## config.mk

```make
export PLATFORM = sky130hd
export DESIGN_NAME = wb_writer
export DESIGN_NICKNAME = d
export VERILOG_FILES = /design/src/rtl/wb_writer_pkg.sv /design/src/rtl/wb_fifo.sv /design/src/rtl/wb_writer.sv
export SDC_FILE = /design/constraint.sdc
export NUM_CORES = 1
export LEC_CHECK = 0
export BUFFER_PORTS_ARGS = -buffer_cell sky130_fd_sc_hd__buf_2
export CAP_MARGIN = 20
export CELL_PAD_IN_SITES_DETAIL_PLACEMENT = 1
export CELL_PAD_IN_SITES_GLOBAL_PLACEMENT = 2
export CORE_UTILIZATION = 33
export CTS_BUF_LIST = sky130_fd_sc_hd__clkbuf_8
export CTS_CLUSTER_DIAMETER = 40
export DETAILED_ROUTE_END_ITERATION = 16
export GPL_ROUTABILITY_DRIVEN = 1
export GPL_TIMING_DRIVEN = 0
export PLACE_DENSITY = 0.76
export SLEW_MARGIN = 20
export SYNTH_ARGS = -nofsm -noshare
export SYNTH_HDL_FRONTEND = slang
export SYNTH_SLANG_ARGS = --single-unit
```

## constraint.sdc

```tcl
create_clock -name clk -period 1.8 [get_ports clk]
set_clock_uncertainty 0.2 [all_clocks]
set_input_delay 0.36 -clock clk [delete_from_list [all_inputs] [get_ports clk]]
set_output_delay 0.36 -clock clk [all_outputs]
set_load 0.005 [all_outputs]
```

## src/rtl/wb_writer_pkg.sv

```systemverilog
// Shared register-file definitions and write-back types for the wb_writer slice.
// Optional feature macro used by this slice: WB_ALU_BYPASS_EN.
package wb_writer_pkg;

    localparam int          RegAddrBus  = 5;
    localparam int          RegBus      = 32;
    localparam int          RegNum      = 32;
    localparam logic [31:0] ZeroWord    = 32'h0000_0000;
    localparam int          WbFifoDepth = 2;

    typedef struct packed {
        logic [RegAddrBus-1:0] rd;
        logic [RegBus-1:0]     data;
    } wb_entry_t;

    // One-hot scoreboard bit for a register index.
    function automatic logic [RegNum-1:0] reg_bit(input logic [RegAddrBus-1:0] r);
        reg_bit = {{(RegNum-1){1'b0}}, 1'b1} << r;
    endfunction

endpackage

```

## src/rtl/wb_fifo.sv

```systemverilog
// Synchronous FIFO for queued ALU results; pointers carry one extra wrap bit.
module wb_fifo
    import wb_writer_pkg::*;
#(
    parameter int DEPTH = WbFifoDepth
) (
    input  logic      clk,
    input  logic      rst,
    input  logic      push,
    input  logic      pop,
    input  wb_entry_t din,
    output wb_entry_t dout,
    output logic      full,
    output logic      empty
);

    localparam int AW = $clog2(DEPTH);

    logic [AW:0] wptr_r;
    logic [AW:0] rptr_r;
    wb_entry_t   mem_r [DEPTH];

    assign full  = (wptr_r[AW] != rptr_r[AW]) && (wptr_r[AW-1:0] == rptr_r[AW-1:0]);
    assign empty = (wptr_r == rptr_r);
    assign dout  = mem_r[rptr_r[AW-1:0]];

    // Read/write pointer update.
    always_ff @(posedge clk or negedge rst) begin
        if (!rst) begin
            wptr_r <= {(AW+1){1'b0}};
            rptr_r <= {(AW+1){1'b0}};
        end else begin
            if (push && !full)
                wptr_r <= wptr_r + {{AW{1'b0}}, 1'b1};
            if (pop && !empty)
                rptr_r <= rptr_r + {{AW{1'b0}}, 1'b1};
        end
    end

    // Entry storage, cleared on reset so no stale result can reappear.
    always_ff @(posedge clk or negedge rst) begin
        if (!rst) begin
            for (int i = 0; i < DEPTH; i++)
                mem_r[i] <= '{rd: 5'd0, data: ZeroWord};
        end else if (push && !full) begin
            mem_r[wptr_r[AW-1:0]] <= din;
        end
    end

endmodule

```

## src/rtl/wb_writer.sv

```systemverilog
// Write-back stage: merges load and ALU results onto the register-file write port
// and tracks pending writes. Optional direct ALU path under WB_ALU_BYPASS_EN.
module wb_writer
    import wb_writer_pkg::*;
#(
    parameter int ALU_FIFO_DEPTH = WbFifoDepth
) (
    input  logic                  clk,
    input  logic                  rst,
    input  logic                  rdy,
    input  logic                  alu_valid,
    input  logic [RegAddrBus-1:0] alu_rd,
    input  logic [RegBus-1:0]     alu_data,
    output logic                  alu_ready,
    input  logic                  ld_valid,
    input  logic [RegAddrBus-1:0] ld_rd,
    input  logic [RegBus-1:0]     ld_data,
    output logic                  ld_ready,
    input  logic                  alloc_valid,
    input  logic [RegAddrBus-1:0] alloc_rd,
    output logic                  we,
    output logic [RegAddrBus-1:0] waddr,
    output logic [RegBus-1:0]     wdata,
    output logic [RegNum-1:0]     busy_mask
);

    logic                  fifo_full_s, fifo_empty_s;
    logic                  ld_fire_s, alu_fire_s, byp_s, push_s, pop_s;
    logic                  we_nxt_s;
    wb_entry_t             fifo_dout_s, sel_s;
    logic [RegNum-1:0]     busy_nxt_s;
    logic                  we_r;
    logic [RegAddrBus-1:0] waddr_r;
    logic [RegBus-1:0]     wdata_r;
    logic [RegNum-1:0]     busy_r;

    assign ld_ready   = rst & rdy;
    assign alu_ready  = rst & rdy & ~fifo_full_s;
    assign ld_fire_s  = ld_valid & ld_ready;
    assign alu_fire_s = alu_valid & alu_ready;

`ifdef WB_ALU_BYPASS_EN
    assign byp_s = alu_fire_s & fifo_empty_s & ~ld_fire_s;
`else
    assign byp_s = 1'b0;
`endif

    assign push_s = alu_fire_s & ~byp_s;
    // Loads always win the port; the FIFO only drains in load-free cycles.
    assign pop_s  = rdy & ~ld_fire_s & ~fifo_empty_s;

    wb_fifo #(.DEPTH(ALU_FIFO_DEPTH)) u_fifo (
        .clk   (clk),
        .rst   (rst),
        .push  (push_s),
        .pop   (pop_s),
        .din   ('{rd: alu_rd, data: alu_data}),
        .dout  (fifo_dout_s),
        .full  (fifo_full_s),
        .empty (fifo_empty_s)
    );

    // Result selection for the output register.
    always_comb begin
        sel_s    = fifo_dout_s;
        we_nxt_s = 1'b0;
        if (ld_fire_s) begin
            sel_s    = '{rd: ld_rd, data: ld_data};
            we_nxt_s = (ld_rd != 5'd0);
        end else if (byp_s) begin
            sel_s    = '{rd: alu_rd, data: alu_data};
            we_nxt_s = (alu_rd != 5'd0);
        end else if (!fifo_empty_s) begin
            sel_s    = fifo_dout_s;
            we_nxt_s = (fifo_dout_s.rd != 5'd0);
        end else begin
            we_nxt_s = 1'b0;
        end
    end

    // Scoreboard next state: the retiring write clears first so a same-index claim wins.
    always_comb begin
        busy_nxt_s = busy_r;
        if (we_r)
            busy_nxt_s = busy_nxt_s & ~reg_bit(waddr_r);
        else
            busy_nxt_s = busy_nxt_s;
        if (alloc_valid && (alloc_rd != 5'd0))
            busy_nxt_s = busy_nxt_s | reg_bit(alloc_rd);
        else
            busy_nxt_s = busy_nxt_s;
        busy_nxt_s[0] = 1'b0;
    end

    // Output register; address and data only move on a real write.
    always_ff @(posedge clk or negedge rst) begin
        if (!rst) begin
            we_r    <= 1'b0;
            waddr_r <= 5'd0;
            wdata_r <= ZeroWord;
        end else if (rdy) begin
            we_r <= we_nxt_s;
            if (we_nxt_s) begin
                waddr_r <= sel_s.rd;
                wdata_r <= sel_s.data;
            end
        end
    end

    // Pending-write scoreboard register.
    always_ff @(posedge clk or negedge rst) begin
        if (!rst)
            busy_r <= {RegNum{1'b0}};
        else if (rdy)
            busy_r <= busy_nxt_s;
    end

    assign we        = we_r;
    assign waddr     = waddr_r;
    assign wdata     = wdata_r;
    assign busy_mask = busy_r;

endmodule

```

Yosys cells after proc, flatten, opt, wreduce, memory -nomap -nowiden

Index checks and enable logic that the tools add are counted.
W data, S select, Z words.

$add $sub $neg: 2
$lt $le $gt $ge: 3
Eq/ne operators: 3
Shift-type cells: 2
Multiplexer cells: 11
Bitwise operators: 14
Reductions and logical operators: 11

Operator list:

| cell                   | count |
|---|---|
| $mux W37               | 5 |
| $bwmux W74             | 1 |
| $mux W32               | 2 |
| $shl A1 B5 Y32 const A | 2 |
| $demux W37 S1          | 1 |
| $and A32 B32 Y32       | 1 |
| $not A32 Y32           | 1 |
| $or A32 B32 Y32        | 1 |
| $reduce_bool A5 Y1     | 3 |
| $and A1 B1 Y1          | 6 |
| $logic_and A1 B1 Y1    | 5 |
| $add A2 B1 Y2 const B  | 2 |
| $ge A2 B2 Y1 const B   | 2 |
| $not A1 Y2             | 2 |
| $not A1 Y1             | 3 |
| $eq A2 B2 Y1           | 1 |
| $logic_not A1 Y1       | 2 |
| $lt A2 B1 Y1 const B   | 1 |
| $mux W1                | 2 |
| $reduce_and A2 Y1      | 1 |
| $eq A1 B1 Y1           | 1 |
| $ne A1 B1 Y1           | 1 |

Register bits: 147
Bits of input ports: 85
Output and inout bits: 72
Word-level logic and storage cells: 56

Depth between registers and ports, before layout

Gate-level depths: netlist (run 1).

Depth in word-level cells: 8
Gate-level depth with buffers: 7
Mapped depth without buffers: 4

Hierarchy

Synthesis (run 1) repeated with hierarchy kept, for this count alone.

Cell total of the unflattened synthesis: 495
Area, all modules: 6776.5 um^2

Modules (own cells, without submodules):

| module    | times used | cells an instance | area an instance (um^2) | sequential area each (um^2) |
|---|---|---|---|---|
| wb_fifo   | 1          | 221               | 3458.3                  | 1951.9 |
| wb_writer | 1          | 274               | 3318.2                  | 1726.7 |

Worst setup path before layout (run 1)

Ideal clock, no wire load.

Kind: reg2reg
Start point: reg u_fifo.rptr_r[0]
End point: reg u_fifo.mem_r[10] (netlist name)
Library setup time: 125 ps
Data arrival time: 1522 ps
Data required time: 1475 ps
Slack: -47 ps
Stages on the path, launching flop included: 8
Path buffers: 3
Period minus slack after synthesis: 1847 ps
Cell sequence: dfrtp_1 -> buf_2 -> xnor2_1 -> a21boi_2 -> nand3_1 -> buf_6 -> buf_6 -> mux2_4

Cells in the longest elaborated chain, start to end: 6
Elaborated cells on any way between the ends: 7
Classes of those cells: eq/ne: 1; bitwise: 3; reduce/logical: 3

RTL lines:

| what                            | RTL line        | text |
|---|---|---|
| from (decl)                     | wb_fifo.sv:20   | `logic [AW:0] rptr_r;` |
| from (signal assigned)          | wb_fifo.sv:31   | `rptr_r <= {(AW+1){1'b0}};` |
| from (signal assigned)          | wb_fifo.sv:36   | `rptr_r <= rptr_r + {{AW{1'b0}}, 1'b1};` |
| $eq A1 B1 Y1                    | wb_fifo.sv:23   | `assign full = (wptr_r[AW] != rptr_r[AW]) && (wptr_r[AW-1:0] == rptr_r[AW-1:0]);` |
| $logic_and A1 B1 Y1             | wb_fifo.sv:23   |  |
| $not A1 Y1                      | wb_writer.sv:38 | `assign alu_ready = rst & rdy & ~fifo_full_s;` |
| $and A1 B1 Y1                   | wb_writer.sv:38 |  |
| net alu_ready                   | wb_writer.sv:14 | `output logic alu_ready,` |
| $and A1 B1 Y1                   | wb_writer.sv:40 | `assign alu_fire_s = alu_valid & alu_ready;` |
| $logic_and A1 B1 Y1             | wb_fifo.sv:45   | `end else if (push && !full) begin` |
| to (signal, indexed assignment) | wb_fifo.sv:44   | `mem_r[i] <= '{rd: 5'd0, data: ZeroWord};` |
| to (signal, indexed assignment) | wb_fifo.sv:46   | `mem_r[wptr_r[AW-1:0]] <= din;` |
| to (decl)                       | wb_fifo.sv:21   | `wb_entry_t mem_r [DEPTH];` |

The timed path passes the listed nets, and every way through them passes these cells.
A chain may end at the register's enable or synchronous reset.

Worst setup path in the final report (run 1)

Start point: reg u_fifo.rptr_r[0]
End point: reg wdata_r[28] (netlist: wdata[28])

Cells in the longest elaborated chain, start to end: 8
Elaborated cells on any way between the ends: 10
Classes of those cells: eq/ne: 1; mux: 6; bitwise: 1; reduce/logical: 2

RTL lines:

| what                                         | RTL line         | text |
|---|---|---|
| $not A1 Y2 (not written as such)             | wb_fifo.sv:25    | `assign dout = mem_r[rptr_r[AW-1:0]];` |
| $mux W37 (not written as such) (3 in series) | wb_fifo.sv:25    |  |
| $reduce_bool A5 Y1                           | wb_writer.sv:75  | `we_nxt_s = (fifo_dout_s.rd != 5'd0);` |
| $mux W1                                      | wb_writer.sv:73  | `end else if (!fifo_empty_s) begin` |
| $mux W1                                      | wb_writer.sv:67  | `if (ld_fire_s) begin` |
| $reduce_and A2 Y1 (no line)                  | -                |  |
| to (signal assigned)                         | wb_writer.sv:100 | `wdata_r <= ZeroWord;` |
| to (signal assigned)                         | wb_writer.sv:105 | `wdata_r <= sel_s.data;` |
| to (decl)                                    | wb_writer.sv:34  | `logic [RegBus-1:0] wdata_r;` |

Several ways; a longest one is shown, not always the timed one. The select of a mux whose other input is x is not followed.

==> flow_metrics.py, run 1 <==
metrics = {
    "status": {
        "status": "finished with violations",
        "violations": "setup timing",
    },
    "setup_path": {
        "startpoint": "u_fifo.rptr_r[0]$_DFFE_PN0P_",
        "path_delay_family": "buffers and inverters",
        "worstSetupPathType": "reg2reg",
        "cp-end-kind": "flip-flop",
        "path_cells": "buf_6 -> buf_6 -> xor2_1 -> o211ai_1 -> o22ai_2 -> buf_6 -> buf_12 -> mux2i_4",
        "cp-start-kind": "flip-flop",
        "cp.depth": 8,
        "cpMostUsedCell": "buf_6",
        "critical_path.slowest_cell": "dfrtp_1",
        "arrival_ps": 2150,
        "slowest_delay_ps": 380,
        "critPathMaxFanout": 6,
        "crit_buf_inv": 4,
        "crit_path_end": "wdata[28]$_DFFE_PN0P_",
        "rr_endpoint": "wdata[28]$_DFFE_PN0P_",
        "worstPathRequired_ps": 1910,
        "ff2ff_setup_slack_ps": -240,
        "reg2reg_depth": 8,
        "r2r_start": "u_fifo.rptr_r[0]$_DFFE_PN0P_",
    },
    "route": {
        "drc": 0,
        "detail-route-antenna-nets": 0,
        "wl_mm": 20.56,
        "wl_per_cell_um": 19.14,
        "drtIter0Drc": 183,
        "vias_per_cell": 4.805,
        "vias": 5161,
        "first_pass_iters": 4,
    },
    "floorplanning": {
        "core.rowCount": 51,
        "dieArea_um2": 20690,
        "die_h_um": 143.8,
        "io_pins": 157,
        "fp.coreArea_um2": 19590,
        "start_util": 0.3389,
        "die_width_um": 143.8,
    },
    "clock_network": {
        "cts_tree": "done",
        "clk_pin_slew_ps": 80,
        "cts-htree-levels": 4,
        "clk_latency_ps": 440,
        "clock_tree.root_cell": "clkbuf_8",
        "clock_sinks": 147,
        "cts_inserted_buffers": 17,
        "clockBufferDepth": 2,
    },
    "power": {
        "ir_drop_v": 0.0005102,
        "power_density_nw_per_um2": 1657,
        "p_leak_nw": 4.696,
    },
    "finish": {
        "fin_cells": 1074,
        "mostFrequentLayoutCell": "buf_2",
        "final_cell_mix": "buf_2, dfrtp_1, o21ai_0",
        "nFillCells": 2160,
        "area_growth_syn_to_layout_pct": 40.77,
        "drive_gt1_frac": 0.4022,
        "fin_area_um2": 9345,
        "fin_nets": 884,
    },
    "sta": {
        "max_slew.worst_pin.slew_ps": 757.9,
        "hold_slack_ps": 36.52,
        "fin_crit_ps": 2043,
        "finalHoldViolations": 0,
        "finalSetupViolCount": 114,
        "rsz0062_at_grt": "yes",
        "slew_viol_final": 0,
        "finalCritPeriodShare": 1.135,
        "setup_ws_ps": -243.5,
        "max-slew-margin-rel": 0.4930,
        "max_freq_mhz": 489.4,
    },
    "place": {
        "io_buffers": 155,
        "placed_cell_area_um2": 7809,
        "gp_congestion": 0.8025,
        "dpl.cell_count": 976,
        "dp_hpwl_mm": 13.55,
    },
    "grt": {
        "antenna_found_initial": 1,
        "grt_max_degree": 44,
        "grt_overflow_total": 0,
        "grt_pass1_wl_mm": 32.13,
        "grt_use_total": 0.2107,
        "grt_pass1_vias": 5781,
    },
    "yosys": {
        "syn_nets": 640,
        "syn_inst": 555,
        "synth-seq-cells": 147,
        "avgSynthCellArea_um2": 11.96,
        "synth_area_um2": 6639,
        "synth_warnings": 0,
        "synth_cell_types": 34,
        "seq_area_frac_synth": 0.5541,
    },
    "job": {
        "cap_viol_max_count": 0,
    },
    "worst_hold_path": {
        "hp-class": "in2reg",
    },
}
==> report_power, final <==
part / switching (W) / internal [W] / leakage (nW)
Clock: 0.00125 / 0.00166 / 0.216
Combinational: 0.00298 / 0.00365 / 2.68
Sequential: 0.00103 / 0.00492 / 1.80
Total: 0.00526 / 0.0102 / 4.70
==> metrics by stage <==
stage / util / setup slack (ps) / TNS, ps / total power [W]
6_report: 0.4770 / -243.5 / -19860 / 0.01549
5_1_grt: 0.4769 / -323.4 / -28680 / 0.01658
4_1_cts: 0.4716 / -210.0 / -15480 / 0.01541
3_5_place_dp: 0.3986 / -1175 / -125360 / 0.01155
3_3_place_gp: 0.3967 / -3278 / -636170 / 0.01117
2_1_floorplan: - / -44.67 / -1332 / 0.009421
==> worst reg2reg max path: stages (launching register included) <==
cell and delay [ps]:
dfrtp_1 380, buf_6 140, buf_6 120, xor2_1 130
o211ai_1 250, o22ai_2 170, buf_6 200, buf_12 150
mux2i_4 180
==> worst min-delay path by stage <==
| stage | from | cells after the start | endpoint | slack [ps] |
|---|---|---|---|---|
| finish | ld_data[16] | 3 | wdata[16]$_DFFE_PN0P_ | 40 |
| global route | ld_data[16] | 3 | wdata[16]$_DFFE_PN0P_ | 30 |
| CTS | ld_data[16] | 3 | wdata[16]$_DFFE_PN0P_ | 4 |
| detailed placement | rst | 1 | busy_mask[15]$_DFFE_PN0P_ | 210 |
| global placement | u_fifo.rptr_r[1]$_DFFE_PN0P_ | 1 | u_fifo.rptr_r[1]$_DFFE_PN0P_ | 280 |
| floorplan | rst | 0 | busy_mask[10]$_DFFE_PN0P_ | -140 |
==> flip-flops by register name, summed over array words and instances (netlist names) <==
| signal | count |
|---|---|
| we | 1 |
| u_fifo.rptr_r | 2 |
| wdata | 32 |
| waddr | 5 |
| u_fifo.wptr_r | 2 |
| u_fifo.mem_r | 74 |
| busy_mask | 31 |
==> repair_timing <==
action                                  CTS  global route
gates resized for setup                  49            21
buffers inserted                         17             3
cloned                                    8             1
hold endpoints to repair                190             0
endpoints found under the setup margin  117           115
hold buffers                             42             0
pin swaps                                 2             2
==> synth_stat cells <==
master | count | share of area
dfrtp_1 | 147 | 0.55
o21ai_0 | 99 | 0.075
mux2i_1 | 74 | 0.11
mux2_2 | 54 | 0.092
nand2_1 | 50 | 0.028
inv_1 | 39 | 0.022
mux2_4 | 20 | 0.045
nand3_1 | 11 | 0.0083
buf_6 | 8 | 0.014
buf_2 | 7 | 0.0053
clkbuf_1 | 6 | 0.0034
nand3b_1 | 5 | 0.0057
nor2_1 | 5 | 0.0028
xnor2_1 | 4 | 0.0053
buf_4 | 3 | 0.0034
xor2_1 | 3 | 0.0040
buf_1 | 2 | 0.0011
or3b_2 | 2 | 0.0026
a21boi_2 | 1 | 0.0017
a21o_1 | 1 | 0.0011
and2_1 | 1 | 0.00094
and3_1 | 1 | 0.00094
and3b_1 | 1 | 0.0013
conb_1 | 1 | 0.00056
nand4_1 | 1 | 0.00094
nor3_1 | 1 | 0.00075
nor3b_1 | 1 | 0.0011
nor4_1 | 1 | 0.00094
nor4b_1 | 1 | 0.0013
o211ai_1 | 1 | 0.0011
o22a_1 | 1 | 0.0013
o22ai_1 | 1 | 0.00094
or3_1 | 1 | 0.00094
or4_1 | 1 | 0.0011
==> per-layer routing <==
layer,GRT usage,part of all wire,up-vias
li1,-,-,2405
met1,0.2605,0.44,2617
met2,0.3577,0.50,123
met3,0.05165,0.041,16
met4,0.06999,0.015,0
met5,0,0,-
==> cells by family (layout without fill, tap and decap cells) <==
group,count (synthesis),after routing,share of synthesized area
AO/OA/AOI/OAI,104,104,0.08085
XOR/XNOR,7,7,0.009235
buffers and inverters,65,318,0.04881
flip-flops,147,147,0.5541
multiplexers,148,148,0.2484
other,1,2,0.0005649
AND/OR/NAND/NOR,83,83,0.05805
==> cell type report <==
type                    instances  area, um2  share of cell area
diodes                          1      2.502           0.0002678
plain buffers                  24      287.8             0.03079
clock buffers                  18      247.7             0.02651
clock inverters                10      185.2             0.01982
inverters                      39      146.4             0.01566
multi-input cells             343       2718              0.2908
flip-flops and latches        147       3680              0.3938
well taps                     265      331.6             0.03548
repair buffers                227       1747              0.1869
Note: power is estimated with default switching activity, not from simulation.
==> run 2: changes to the inputs <==
==> constraint.sdc (replaced) <==
create_clock -name clk -period 1.8 [get_ports clk]
set_clock_uncertainty 0.2 [all_clocks]
set_input_delay 0 -clock clk [delete_from_list [all_inputs] [get_ports clk]]
set_output_delay 0 -clock clk [all_outputs]
set_load 0.005 [all_outputs]
==> run 2 against run 1 <==
The run ends with hold timing, setup timing left. Register-to-register slack improved by 110 ps. Clock-buffer cell count grew 1. Sequential cell count unchanged. Via count increased by 2.6%. Maximum frequency rose by 5.9%. Sequential power about the same. First-iteration DRC count down 17%. Wire length shrank 3.5%. Combinational power is 5.1% lower. Worst hold slack got worse by 820 ps. Sequential share of layout area down 0.51 points. Critical path type unchanged. Largest cell class unchanged. Largest power group unchanged.
==> flow_metrics.py, run 2 (same netlist as run 1, synthesis figures left out) <==
metrics = {
    "status": {
        "status": "finished with violations",
        "violations": "hold timing, setup timing",
    },
    "setup_path": {
        "cp.depth": 7,
        "crit_buf_inv": 3,
        "path_delay_family": "buffers and inverters",
        "critPathMaxFanout": 8,
        "worstSetupPathType": "reg2reg",
        "path_cells": "buf_6 -> xnor2_2 -> a21boi_2 -> nand3_2 -> buf_8 -> clkbuf_16 -> mux2_4",
        "reg2reg_depth": 7,
        "cp-start-kind": "flip-flop",
        "cp-end-kind": "flip-flop",
        "arrival_ps": 2060,
        "worstPathRequired_ps": 1930,
        "critical_path.slowest_cell": "dfrtp_1",
        "ff2ff_setup_slack_ps": -130,
        "slowest_delay_ps": 380,
    },
    "route": {
        "met2_length_mm": 9.809,
        "detail-route-antenna-nets": 0,
        "vias": 5297,
        "vias_per_cell": 4.785,
        "routed.top_layer": "met4",
        "wl_per_cell_um": 17.92,
        "drtIter0Drc": 151,
        "wl_met1_mm": 8.850,
        "wl_mm": 19.84,
        "wl_met3_um": 901,
        "first_pass_iters": 4,
        "drc": 0,
    },
    "power": {
        "ir_drop_v": 0.0005502,
        "power_density_nw_per_um2": 1563,
        "p_leak_nw": 4.713,
        "power_w": 0.01479,
    },
    "finish": {
        "antennaDiodeCount": 0,
        "final_cell_mix": "buf_2, dfrtp_1, o21ai_0",
        "largest_reg_flops": 74,
        "seqCellArea_um2": 3680,
        "area_growth_syn_to_layout_pct": 42.61,
        "nFillCells": 2125,
        "drive_gt1_frac": 0.3717,
        "mostFrequentLayoutCell": "buf_2",
        "fin_nets": 916,
        "top_register": "u_fifo.mem_r",
        "multi_input_area_um2": 2710,
    },
    "grt": {
        "grt_max_degree": 57,
        "grt_pass1_vias": 5905,
        "grt_use_total": 0.1975,
        "antenna_found_initial": 0,
        "grt_overflow_total": 0,
        "grt_pass1_wl_mm": 30.95,
    },
    "place": {
        "dp_hpwl_mm": 13.17,
        "gp_congestion": 0.7862,
        "io_buffers": 155,
    },
    "floorplanning": {
        "die_width_um": 143.8,
        "io_pins": 157,
        "dieArea_um2": 20690,
        "fp.coreArea_um2": 19590,
        "die_h_um": 143.8,
        "core.rowCount": 51,
        "start_util": 0.3389,
    },
    "sta": {
        "max_slew.worst_pin.slew_ps": 603.4,
        "max_freq_mhz": 518.0,
        "finalHoldViolations": 147,
        "hold_slack_ps": -780.0,
        "setup_ws_ps": -130.4,
        "setup_tns_ps": -8453,
        "max-slew-margin-rel": 0.5977,
        "slew_viol_final": 0,
        "rsz0062_at_grt": "yes",
        "finalCritPeriodShare": 1.072,
        "fin_crit_ps": 1930,
        "finalSetupViolCount": 101,
    },
    "job": {
        "cap_viol_max_count": 0,
    },
    "clock_network": {
        "clk_latency_ps": 440,
        "clock_sinks": 147,
        "ctsHoldBuffers": 84,
        "cts-htree-levels": 4,
        "clk_pin_slew_ps": 80,
        "cts_tree": "done",
        "cts_inserted_buffers": 17,
        "clock_tree.root_cell": "clkbuf_8",
        "clockBufferDepth": 2,
    },
    "worst_hold_path": {
        "hp-class": "in2async",
    },
}
==> run 2: worst reg2reg max path: cells and delay by family (launching register included) <==
| family | cells | cell delay (ps) |
|---|---|---|
| AO/OA/AOI/OAI | 1 | 200 |
| XOR/XNOR | 1 | 130 |
| buffers and inverters | 3 | 490 |
| flip-flops | 1 | 380 |
| multiplexers | 1 | 300 |
| AND/OR/NAND/NOR | 1 | 120 |
==> run 2: where the power goes <==
part,switching (W),total (W),internal [W]
Clock,0.00126,0.00254,0.00127
Sequential,0.00105,0.00597,0.00492
Combinational,0.00283,0.00629,0.00345
Total,0.00515,0.0148,0.00965
==> run 2: per-layer routing <==
metal  up-vias  global-route usage
met1      2666              0.2517
met2       139              0.3285
met3        20             0.04698
met4         0             0.06383
met5         -                   0
li1       2472                   -
==> run 2: what timing repair did <==
| action | CTS | global route |
|---|---|---|
| buffers inserted | 9 | 2 |
| gates cloned | 1 | 5 |
| gates resized for setup | 26 | 19 |
| endpoints found under the hold margin | 294 | 147 |
| pin swaps | 7 | 3 |
| setup endpoints to repair | 113 | 112 |
==> run 2: layout make-up <==
cell class                      instances  area share
Sequential cell                       147      0.3887
Inverter                               39     0.01546
Tap cell                              265     0.03502
Clock inverter                         11     0.01189
Timing Repair Buffer                  257      0.2047
Buffer                                 26     0.03040
Multi-Input combinational cell        343      0.2862
Clock buffer                           19     0.02762
==> run 2: worst paths after layout <==
| path | from | end |
|---|---|---|
| setup / recovery | u_fifo.rptr_r[0]$_DFFE_PN0P_ | u_fifo.mem_r[21]$_DFFE_PN0P_ |
| hold / removal | rst | busy_mask[7]$_DFFE_PN0P_ |
| setup reg to reg | u_fifo.rptr_r[0]$_DFFE_PN0P_ | u_fifo.mem_r[21]$_DFFE_PN0P_ |
| hold reg to reg | u_fifo.mem_r[44]$_DFFE_PN0P_ | u_fifo.mem_r[44]$_DFFE_PN0P_ |
| max in group asynchronous | rst | busy_mask[25]$_DFFE_PN0P_ |
| min in group clk | rdy | busy_mask[30]$_DFFE_PN0P_ |
==> run 2: through the flow <==
stage            util  instance area [um2]  instances  setup slack, ps
4_1_cts        0.4723                 9253       1100           -102.6
5_1_grt        0.4833                 9468       1107           -214.2
2_1_floorplan       -                 6660        555           -42.21
3_3_place_gp   0.3965                 7767        975            -2882
3_5_place_dp   0.3984                 7805        976           -771.0
6_report       0.4833                 9468       1107           -130.4
